### src/rtl/tt_pin_router_pkg.sv
// Shared types and helpers for the TinyTapeout pin delay router.
//   mode_t      : runtime routing mode (PASS / INV / EDGE / OFF)
//   clamp_delay : maps a requested delay onto the legal range 1..depth
package tt_pin_router_pkg;

  typedef enum logic [1:0] {
    MODE_PASS = 2'd0,
    MODE_INV  = 2'd1,
    MODE_EDGE = 2'd2,
    MODE_OFF  = 2'd3
  } mode_t;

  // A request of 0 would have no tap to read, so it becomes 1.
  // Anything past the end of the line selects the last stage.
  function automatic int clamp_delay(input int req, input int depth);
    if (req < 1) begin
      return 1;
    end else if (req > depth) begin
      return depth;
    end
    return req;
  endfunction

endpackage

### src/rtl/tt_delay_line.sv
// WIDTH x DEPTH shift register with advance enable.
// Ports:
//   clk, rst : clock and asynchronous active-high reset
//   ena      : shift enable; the line holds when low
//   din      : data entering stage 0
//   stages   : all stage contents, stages[0] is the newest sample
module tt_delay_line #(
  parameter int WIDTH = 8,
  parameter int DEPTH = 4
) (
  input  logic                         clk,
  input  logic                         rst,
  input  logic                         ena,
  input  logic [WIDTH-1:0]             din,
  output logic [DEPTH-1:0][WIDTH-1:0]  stages
);

  genvar gi;
  generate
    for (gi = 0; gi < DEPTH; gi++) begin : g_stage
      if (gi == 0) begin : g_head
        always_ff @(posedge clk or posedge rst) begin
          if (rst) begin
            stages[0] <= '0;
          end else if (ena) begin
            stages[0] <= din;
          end
        end
      end else begin : g_tail
        always_ff @(posedge clk or posedge rst) begin
          if (rst) begin
            stages[gi] <= '0;
          end else if (ena) begin
            stages[gi] <= stages[gi-1];
          end
        end
      end
    end
  endgenerate

endmodule

### src/rtl/tt_pin_delay_router.sv
// Routes a WIDTH-bit input bus to the output through a programmable-depth
// delay line, applying a runtime mode and an output-enable mask.
// Ports:
//   clk, rst          : clock and asynchronous active-high reset
//   ena               : advance enable for the delay line and fill counter
//   din               : input data
//   cfg_valid/ready   : configuration handshake
//   cfg_mode/delay/oe : configuration payload
//   dout, dout_valid  : routed data, and flag that it is post-config only
//   oe, mode          : active output-enable mask and mode
module tt_pin_delay_router
  import tt_pin_router_pkg::*;
#(
  parameter int WIDTH = 8,
  parameter int DEPTH = 4,
  parameter int DW    = $clog2(DEPTH + 1)
) (
  input  logic             clk,
  input  logic             rst,
  input  logic             ena,
  input  logic [WIDTH-1:0] din,
  input  logic             cfg_valid,
  output logic             cfg_ready,
  input  logic [1:0]       cfg_mode,
  input  logic [DW-1:0]    cfg_delay,
  input  logic [WIDTH-1:0] cfg_oe,
  output logic [WIDTH-1:0] dout,
  output logic             dout_valid,
  output logic [WIDTH-1:0] oe,
  output logic [1:0]       mode
);

  logic [DEPTH-1:0][WIDTH-1:0] stages;
  mode_t                       mode_reg;
  logic [DW-1:0]               d_reg;
  logic [DW-1:0]               fc_reg;
  logic [WIDTH-1:0]            oe_reg;
  logic                        cfg_ready_reg;
  logic                        accept;
  logic [DW-1:0]               d_next;
  logic [WIDTH-1:0]            tap;
  logic [WIDTH-1:0]            dout_raw;

  tt_delay_line #(
    .WIDTH (WIDTH),
    .DEPTH (DEPTH)
  ) u_line (
    .clk    (clk),
    .rst    (rst),
    .ena    (ena),
    .din    (din),
    .stages (stages)
  );

  assign accept = cfg_valid && cfg_ready_reg;
  assign d_next = DW'(clamp_delay(int'(cfg_delay), DEPTH));

  // Config registers, handshake and fill counter. An accept clears the
  // fill counter even if ena shifts the line in the same cycle, so valid
  // output always waits for d fresh samples under the new setting.
  always_ff @(posedge clk or posedge rst) begin
    if (rst) begin
      mode_reg      <= MODE_PASS;
      d_reg         <= DW'(1);
      oe_reg        <= '0;
      fc_reg        <= '0;
      cfg_ready_reg <= 1'b1;
    end else begin
      // Accept only happens with ready high, so this yields a single
      // low cycle after each accept.
      cfg_ready_reg <= !accept;
      if (accept) begin
        mode_reg <= mode_t'(cfg_mode);
        d_reg    <= d_next;
        oe_reg   <= cfg_oe;
        fc_reg   <= '0;
      end else if (ena && (fc_reg != d_reg)) begin
        fc_reg <= fc_reg + DW'(1);
      end
    end
  end

  // Tap select: stage d-1, d is always in 1..DEPTH.
  always_comb begin
    tap = '0;
    for (int i = 0; i < DEPTH; i++) begin
      if (d_reg == DW'(i + 1)) begin
        tap = stages[i];
      end
    end
  end

  always_comb begin
    dout_raw = '0;
    case (mode_reg)
      MODE_PASS: dout_raw = tap;
      MODE_INV:  dout_raw = ~tap;
      MODE_EDGE: dout_raw = stages[0] ^ tap;  // zero naturally when d = 1
      default:   dout_raw = '0;
    endcase
  end

  assign dout_valid = (fc_reg == d_reg) && (mode_reg != MODE_OFF);
  assign dout       = dout_valid ? dout_raw : '0;
  assign oe         = (mode_reg == MODE_OFF) ? '0 : oe_reg;
  assign mode       = mode_reg;
  assign cfg_ready  = cfg_ready_reg;

endmodule

### config.mk
export PLATFORM = sky130hd
export DESIGN_NAME = tt_pin_delay_router
export DESIGN_NICKNAME = d
export VERILOG_FILES = /design/src/rtl/tt_pin_router_pkg.sv /design/src/rtl/tt_delay_line.sv /design/src/rtl/tt_pin_delay_router.sv
export SDC_FILE = /design/constraint.sdc
export NUM_CORES = 1
export LEC_CHECK = 0
export CAP_MARGIN = 20
export CORE_ASPECT_RATIO = 0.6
export CORE_MARGIN = 1
export CORE_UTILIZATION = 30
export CTS_CLUSTER_SIZE = 40
export DETAILED_ROUTE_END_ITERATION = 8
export GPL_TIMING_DRIVEN = 0
export PLACE_DENSITY_LB_ADDON = 0.05
export SYNTH_ARGS = -nofsm -noshare
export SYNTH_HDL_FRONTEND = slang
export SYNTH_SLANG_ARGS = --single-unit
### constraint.sdc
create_clock -name clk -period 4.3 [get_ports clk]
set_input_delay 0.43 -clock clk [delete_from_list [all_inputs] [get_ports clk]]
set_output_delay 0.43 -clock clk [all_outputs]
set_load 0.02 [all_outputs]
Yosys cells after proc, flatten, opt, wreduce, memory -nomap -nowiden
Index checks and enable logic that the tools add are counted.
- add/subtract/negate cells: 1
- $mul: 0
- div/mod/pow operators: 0
- order comparisons: 2
- equal/unequal tests: 10
- shifts and indexed selects: 0
- multiplexer cells: 14
- bitwise gates (word level): 2
- reduce and logical (&&, ||, !) cells: 6
- operator list (kind ; number):
    two-way mux 8 bit ; 6
    one-hot mux 8 bit (3 select lines) ; 1
    two-way mux 3 bit ; 5
    inverter 8 bit ; 1
    XOR 8 bit ; 1
    == test 3 x 2 -> 1 bit (second input constant) ; 2
    == test 2 bit (second input constant) ; 2
    adder 3 x 1 -> 3 bit (second input constant) ; 1
    == test 3 x 1 -> 1 bit (second input constant) ; 1
    == test 3 bit ; 1
    == test 3 bit (second input constant) ; 1
    > comparator 3 bit (second input constant) ; 1
    logical AND 1 bit ; 3
    less-than comparator 3 x 1 -> 1 bit (second input constant) ; 1
    != test 3 bit ; 1
    == test 2 x 1 -> 1 bit (second input constant) ; 1
    zero test 2 bit ; 1
    two-way mux 1 bit ; 2
    != test 2 bit (second input constant) ; 1
    nonzero test 2 bit ; 1
    zero test 1 bit ; 1
- register bits: 49
- bits in latches: 0
- memory bits (writable): 0
- bits in read-only memories: 0
- input bits: 25
- output and inout bits: 20
- word-level logic and storage cells: 44
- memories: 0

Logic depth before layout (Yosys ltp)
Gate-level depths: netlist (run 1).
- word-level depth: 8
- depth in mapped cells: 7
- mapped depth without buffers: 4

Hierarchy
Synthesis (run 1) repeated with hierarchy kept, for this count alone.
- cell total of the unflattened synthesis: 224
- area, all modules: 2854.0 um^2
- modules (own cells, without submodules) (module ; instances ; cells each ; area an instance (um^2)):
    tt_pin_delay_router ; 1 ; 155 ; 1505.2
    tt_delay_line ; 1 ; 69 ; 1348.8

Least setup slack after synthesis (run 1)
OpenSTA, ideal clock, no wires.
- kind: reg2out
- start point: register d_reg[0]
- end point: output port dout[7]
- arrival time: 1745 ps
- path slack: 2125 ps
- stages on the path, launching flop included: 6
- path buffers: 1
- cell sequence: dfstp_2 > nor2b_1 > buf_2 > a211oi_2 > or3_1 > a31oi_1
- cells in the longest elaborated chain, start to end: 8
- elaborated cells on any way between the ends: 14
- ends and longest elaborated chain (what ; RTL line ; source):
    start, declared ; tt_pin_delay_router.sv:35 ; logic [DW-1:0] d_reg;
    start signal, assigned ; tt_pin_delay_router.sv:74 ; d_reg <= d_next;
    == test 3 x 1 -> 1 bit ; tt_pin_delay_router.sv:87 ; if (d_reg == DW'(i + 1)) begin
    two-way mux 8 bit (4 in series) ; tt_pin_delay_router.sv:87 ;
    XOR 8 bit / inverter 8 bit (equally long branches) ; tt_pin_delay_router.sv:98, tt_pin_delay_router.sv:97 ;
    one-hot mux 8 bit (3 select lines) ; tt_pin_delay_router.sv:95 ; case (mode_reg)
    two-way mux 8 bit (*) ; tt_pin_delay_router.sv:104 ; assign dout = dout_valid ? dout_raw : '0;
    end, declared ; tt_pin_delay_router.sv:27 ; output logic [WIDTH-1:0] dout,
Every way passes the cells marked *; elsewhere a longest branch is shown, timed or not.

Worst setup path in the final report (run 1)
- start point: register d_reg[0]
- end point: output port dout[4]
Same word-level chain as after synthesis.

==> run metrics, run 1 <==
status=completed; worst-case clock buffer depth=2; final hold violation count=0; reg2reg setup slack=2.46 ns; Mapped Nets=252; Fin Hold WS=0.462 ns; crit end category=output pin; Slew Viols, Final=0; Clock Tree Root=clkbuf_16; I/O pins=45; grt total ovfl=0; Async S/R FF share, synth=1.00; Clock transition at path regs=0.07 ns; crit path DAT=2.73 ns; worst-path fanout max=10; clk sinks=49; Worst EP required=3.87 ns; post-route clock period utilization=0.734; largest net degree at the start of global routing=32; Finished Layout Cells=390; Worst path max stage delay=0.65 ns; fmax=317 MHz; drt pass-1 iters=6; Util after Layout=0.398; top_reg_cell synth=dfrtp_1; row cnt=26; number of global-route vias before repair=1,834; CTS tree=done; Max IR drop VDD=0.169 mV; antenna cell count=0; skew final=0.00749 ns; Antenna Nets Post-Route=0; CP startpoint kind=flip-flop; post-synthesis sequential area ratio=0.455; drt drc=0; Fin Setup TNS=0 ns; Port Buffers=43; die area=9400 µm²; Mapped Cells=226; # setup viols final=0; register area=1230 µm²; Placed Cells=382; Yosys top cell area share=0.435; slew margin rel.=0.445; Detailed Route WL=6.74 mm; worst slew pin tran=0.832 ns; cts bufs inserted=5; post-DP HPWL=4.65 mm; Post-synth EDFFs=0; multi-input logic area=1380 µm²; layout cells sized above 1=0.327; Final Critical Period=3.16 ns; fillers=829; global-route wire length before repair=10.8 mm; cts hold-fix bufs=0; drt via density=4.91; routed length per placed instance=17.3 µm; # nets final=303; clk_lat worst skew=0.29 ns; FF+latch count, synth=49; cells on worst reg2reg path=6; max reg flops=32; initial antenna violation count=0; vias=1,914; P&R area growth vs syn=26.9%; most common cell after layout, fill and taps aside=mux2_2; most frequent cells in the layout=49 x mux2_2, 47 x dfrtp_1, 43 x clkdlybuf4s50_1, 24 x nand2_1, 16 x and4bb_2; CTS H-tree depth=2; Die H=75.5 µm; top cells by area, synth=dfrtp_1 44%, mux2_2 20%, and4bb_2 7.4%, mux2i_1 3.7%, nand2_1 3.3%; GP Congestion=0.746; gr usage total=0.153; critical path type=reg -> out; DRT iter0 DRCs=61; CP cell instances=nor2b_1 > buf_2 > a211oi_2 > or3_1 > a31oi_1 > clkdlybuf4s50_1; core footprint=8620 µm²; worst hold-check path type=in -> async; worst reg2reg startpoint=d_reg[0]$_DFFE_PP1P_; synth unique cells=29; Starting Density=0.313; syn_area_per_cell=12.0 µm²; post-cts resize count=0; die span in x=125 µm; Leakage=1.38 nW; worst r2r dst=fc_reg[0]$_DFFE_PP0P_; slowest CP cell=clkdlybuf4s50_1; post-synth top area cell=dfrtp_1; Post-CTS Repair Setup Buffers=0; mapped cell area=2700 µm²; Syn. warnings=0; Max-Cap Viols=0; unrepaired setup endpoints after global routing=false; PD cells=439 nW/µm²
==> synth_stat cells, drive strengths merged (3+ instances only) <==
master / instances
and2: 8
or3: 8
nor2b: 3
a31oi: 8
clkbuf: 6
mux2i: 10
mux2: 51
buf: 11
and4bb: 16
a211oi: 8
xnor2: 3
nor2: 10
dfrtp: 47
nand2: 24
==> worst max-delay path by stage <==
stage / startpoint / to / slack [ns] / cells past startpoint
floorplan: d_reg[0]$_DFFE_PP1P_ / dout[7] / 2.13 / 5
global placement: d_reg[0]$_DFFE_PP1P_ / dout[6] / 1.43 / 6
detailed placement: d_reg[0]$_DFFE_PP1P_ / dout[4] / 1.44 / 6
CTS: d_reg[0]$_DFFE_PP1P_ / dout[6] / 1.10 / 6
global route: d_reg[0]$_DFFE_PP1P_ / dout[4] / 0.95 / 6
finish: d_reg[0]$_DFFE_PP1P_ / dout[4] / 1.14 / 6
==> worst max-delay path: cells and delay by family (launching register included) <==
family                 cells  cell delay [ns]
buffers and inverters      2             0.93
DFF                        1             0.64
and+or+nand+nor            2             0.46
AOI/OAI and AO/OA          2             0.40
==> where the power goes <==
part           internal, mW  switching (mW)  total (mW)
registers             0.543          0.0685       0.612
logic                 0.263           0.251       0.515
clock network         0.217           0.163       0.380
total                  1.02           0.483        1.51
==> kinds of logic (layout without fill, tap and decap cells) <==
logic type,count (synthesis),count (layout),share of synthesized area
simple gates,74,74,0.178
buf+inv,18,70,0.0343
flops,49,49,0.455
mux,61,61,0.252
fa+ha+maj,1,1,0.00463
compound gates,20,20,0.0667
xor+xnor,3,3,0.00972
==> metal layers <==
metal / track usage / share of wire / vias up
met5: 0 / 0 / -
met3: 0.0386 / 0.057 / 7
met1: 0.234 / 0.52 / 946
li1: - / - / 917
met4: 0.0321 / 0.0089 / 0
met2: 0.216 / 0.41 / 44
==> layout make-up <==
| type | count | share of cell area |
|---|---|---|
| multi-input cells | 159 | 0.403 |
| clock buffers | 8 | 0.0398 |
| repair buffers | 44 | 0.131 |
| well taps | 112 | 0.0409 |
| inverters | 1 | 0.00109 |
| plain buffers | 17 | 0.0259 |
| flip-flops and latches | 49 | 0.358 |
==> through the flow <==
stage | instance area (µm²) | total power [mW] | worst slack, ns
global route | 3430 | 1.60 | 0.950
floorplan | 2700 | 0.940 | 2.13
global placement | 3270 | 1.13 | 1.43
CTS | 3430 | 1.53 | 1.10
detailed placement | 3290 | 1.14 | 1.44
finish | 3430 | 1.51 | 1.14
No activity file was read; power rests on OpenSTA's default activity.
==> run 2, diff against run 1 <==
Clock period 4.3 ns to 3.3 ns, I/O delays scaled along.
==> results of run 2 <==
The final DEF is identical to that of run 1. Status: completed.
Main changes from that run: setup slack after placement 1.44 ns -> 0.537 ns; setup slack after layout 1.14 ns -> 0.242 ns; hold slack 0.462 ns -> 0.362 ns; register-to-register setup slack 2.46 ns -> 1.46 ns; total power 1.51 mW -> 1.96 mW; worst IR drop on VDD 0.169 mV -> 0.220 mV
==> run 3, diff against run 2 <==
Settings changed: CORE_UTILIZATION 30 to 53.
==> run 3 against run 2 <==
Critical path depth unchanged; via count grew 2.1%; utilization is 30 points higher; sequential cell count did not move; die area down 43%; clock power is 29% lower; critical endpoint is now dout[6]; largest power group unchanged; highest routed layer unchanged.
==> run metrics, run 3 (synthesis gave the netlist of run 1 again) <==
status=completed; CTS tree=done; DP Area=3230 µm² (-1.9%); Final Critical Period=3.09 ns; Starting Density=0.571 (+0.258); crit path DAT=2.76 ns (+0.03 ns); global-route wire length before repair=10.1 mm (-5.9%); Antenna Nets Post-Route=0 (unchanged); core footprint=4730 µm² (-45%); worst-path fanout max=10 (unchanged); DRT iter0 DRCs=102 (+67%); Post-CTS Repair Setup Buffers=0 (unchanged); P&R area growth vs syn=22.6%; vias=1,955 (+2.1%); row cnt=19 (-27%); post-cts resize count=0 (unchanged); Max IR drop VDD=0.451 mV; drt via density=5.73 (+17%); layout cells sized above 1=0.335 (+0.00719); critical path type=reg -> out; die area=5400 µm² (-43%); CP startpoint kind=flip-flop; cts bufs inserted=5 (unchanged); worst-case clock buffer depth=2 (unchanged); clk_lat worst skew=0.31 ns (+0.02 ns); # setup viols final=0 (unchanged); drt drc=0 (unchanged); initial antenna violation count=0 (unchanged); drt pass-1 iters=5 (-1); Detailed Route WL=6.17 mm (-8.4%); Final Cell Area=3310 µm² (-3.4%); Fin Setup TNS=0 ns (unchanged); post-route clock period utilization=0.938; # nets final=303 (unchanged); die span in x=94.2 µm (-24%); grt total ovfl=0 (unchanged); Slew Viols, Final=0 (unchanged); CTS H-tree depth=2 (unchanged); PD cells=546 nW/µm²; antenna cell count=0 (unchanged); routed length per placed instance=18.1 µm (+4.7%); Leakage=1.36 nW (-1.5%); gr usage total=0.254 (+0.101); worst hold-check path type=in -> async; skew final=0.00626 ns (-0.00122 ns); number of global-route vias before repair=1,956 (+6.7%); cts hold-fix bufs=0 (unchanged); most frequent cells in the layout=49 x mux2_2, 47 x dfrtp_1, 43 x clkdlybuf4s50_1, 24 x nand2_1, 16 x and4bb_2; Clock transition at path regs=0.09 ns (+0.02 ns); Port Buffers=43 (unchanged); fillers=349 (-58%); largest net degree at the start of global routing=29 (-9.4%); GP Congestion=0.762 (+2.2%); Clock Tree Root=clkbuf_8; I/O pins=45 (unchanged); slew margin rel.=0.525 (+0.0795); clk sinks=49 (unchanged); crit end category=output pin; unrepaired setup endpoints after global routing=false; max reg flops=32 (unchanged); final hold violation count=0 (unchanged); worst slew pin tran=0.713 ns (-0.119 ns); most common cell after layout, fill and taps aside=mux2_2; fmax=323 MHz; Die H=57.3 µm (-24%); post-DP HPWL=4.31 mm (-7.1%); Worst EP required=2.97 ns; Max-Cap Viols=0 (unchanged)
==> run 3: changes by cell type in the layout (fill, tap and decap cells not counted), sizes merged <==
cell and change:
clkbuf -2, clkinv +2
==> run 3: final cells by class <==
class                           instances  area [µm²]  share of cell area
Inverter                                1        3.75             0.00113
Clock buffer                            6        72.6              0.0219
Tap cell                               63        78.8              0.0238
Buffer                                 17        88.8              0.0268
Clock inverter                          2        10.0             0.00302
Multi-Input combinational cell        159        1380               0.417
Sequential cell                        49        1230               0.371
Timing Repair Buffer                   44         450               0.136
==> run 3: power breakdown <==
part / internal [mW] / total (mW) / switching (mW) / leakage (nW)
clock: 0.147 / 0.349 / 0.201 / 0.0450
combinational: 0.344 / 0.666 / 0.322 / 0.735
sequential: 0.707 / 0.796 / 0.0889 / 0.578
==> run 3: worst max-delay path: stages (launching register included) <==
cell and delay (ns):
dfstp_2 0.65, nor2b_1 0.14, buf_2 0.29, a211oi_2 0.16, or3_1 0.33, a31oi_1 0.23, clkdlybuf4s50_1 0.64
==> run 3: metrics by stage <==
| stage | std cells | hold WS (ns) | worst slack, ns | util | total power [mW] |
|---|---|---|---|---|---|
| 2_1_floorplan | 226 | 0.393 | 1.23 | - | 1.23 |
| 3_3_place_gp | 332 | 0.478 | 0.642 | 0.679 | 1.44 |
| 3_5_place_dp | 333 | 0.484 | 0.596 | 0.683 | 1.47 |
| 4_1_cts | 341 | 0.366 | 0.249 | 0.701 | 1.82 |
| 5_1_grt | 341 | 0.399 | 0.157 | 0.701 | 1.91 |
| 6_report | 341 | 0.351 | 0.206 | 0.701 | 1.81 |
==> run 3: final timing paths <==
check                      slack [ns]                      endpoint  cells after the start                   from
max in group asynchronous        2.37           cfg_ready$_DFF_PP1_                      3                    rst
hold reg to reg                  0.50         oe_reg[3]$_DFFE_PP0P_                      1  oe_reg[3]$_DFFE_PP0P_
setup reg to reg                 1.45         fc_reg[1]$_DFFE_PP0P_                      6   d_reg[0]$_DFFE_PP1P_
hold / removal                   0.35  u_line.stages[6]$_DFFE_PP0P_                      2                    rst
setup / recovery                 0.21                       dout[6]                      6   d_reg[0]$_DFFE_PP1P_
min in group clk                 0.47         fc_reg[2]$_DFFE_PP0P_                      3                    ena
==> run 3: metal layers <==
layer	part of all wire	track usage	vias to the layer above
li1	-	-	920
met1	0.47	0.363	957
met2	0.44	0.384	67
met3	0.075	0.0573	11
met4	0.015	0.0857	0
met5	0	0	-
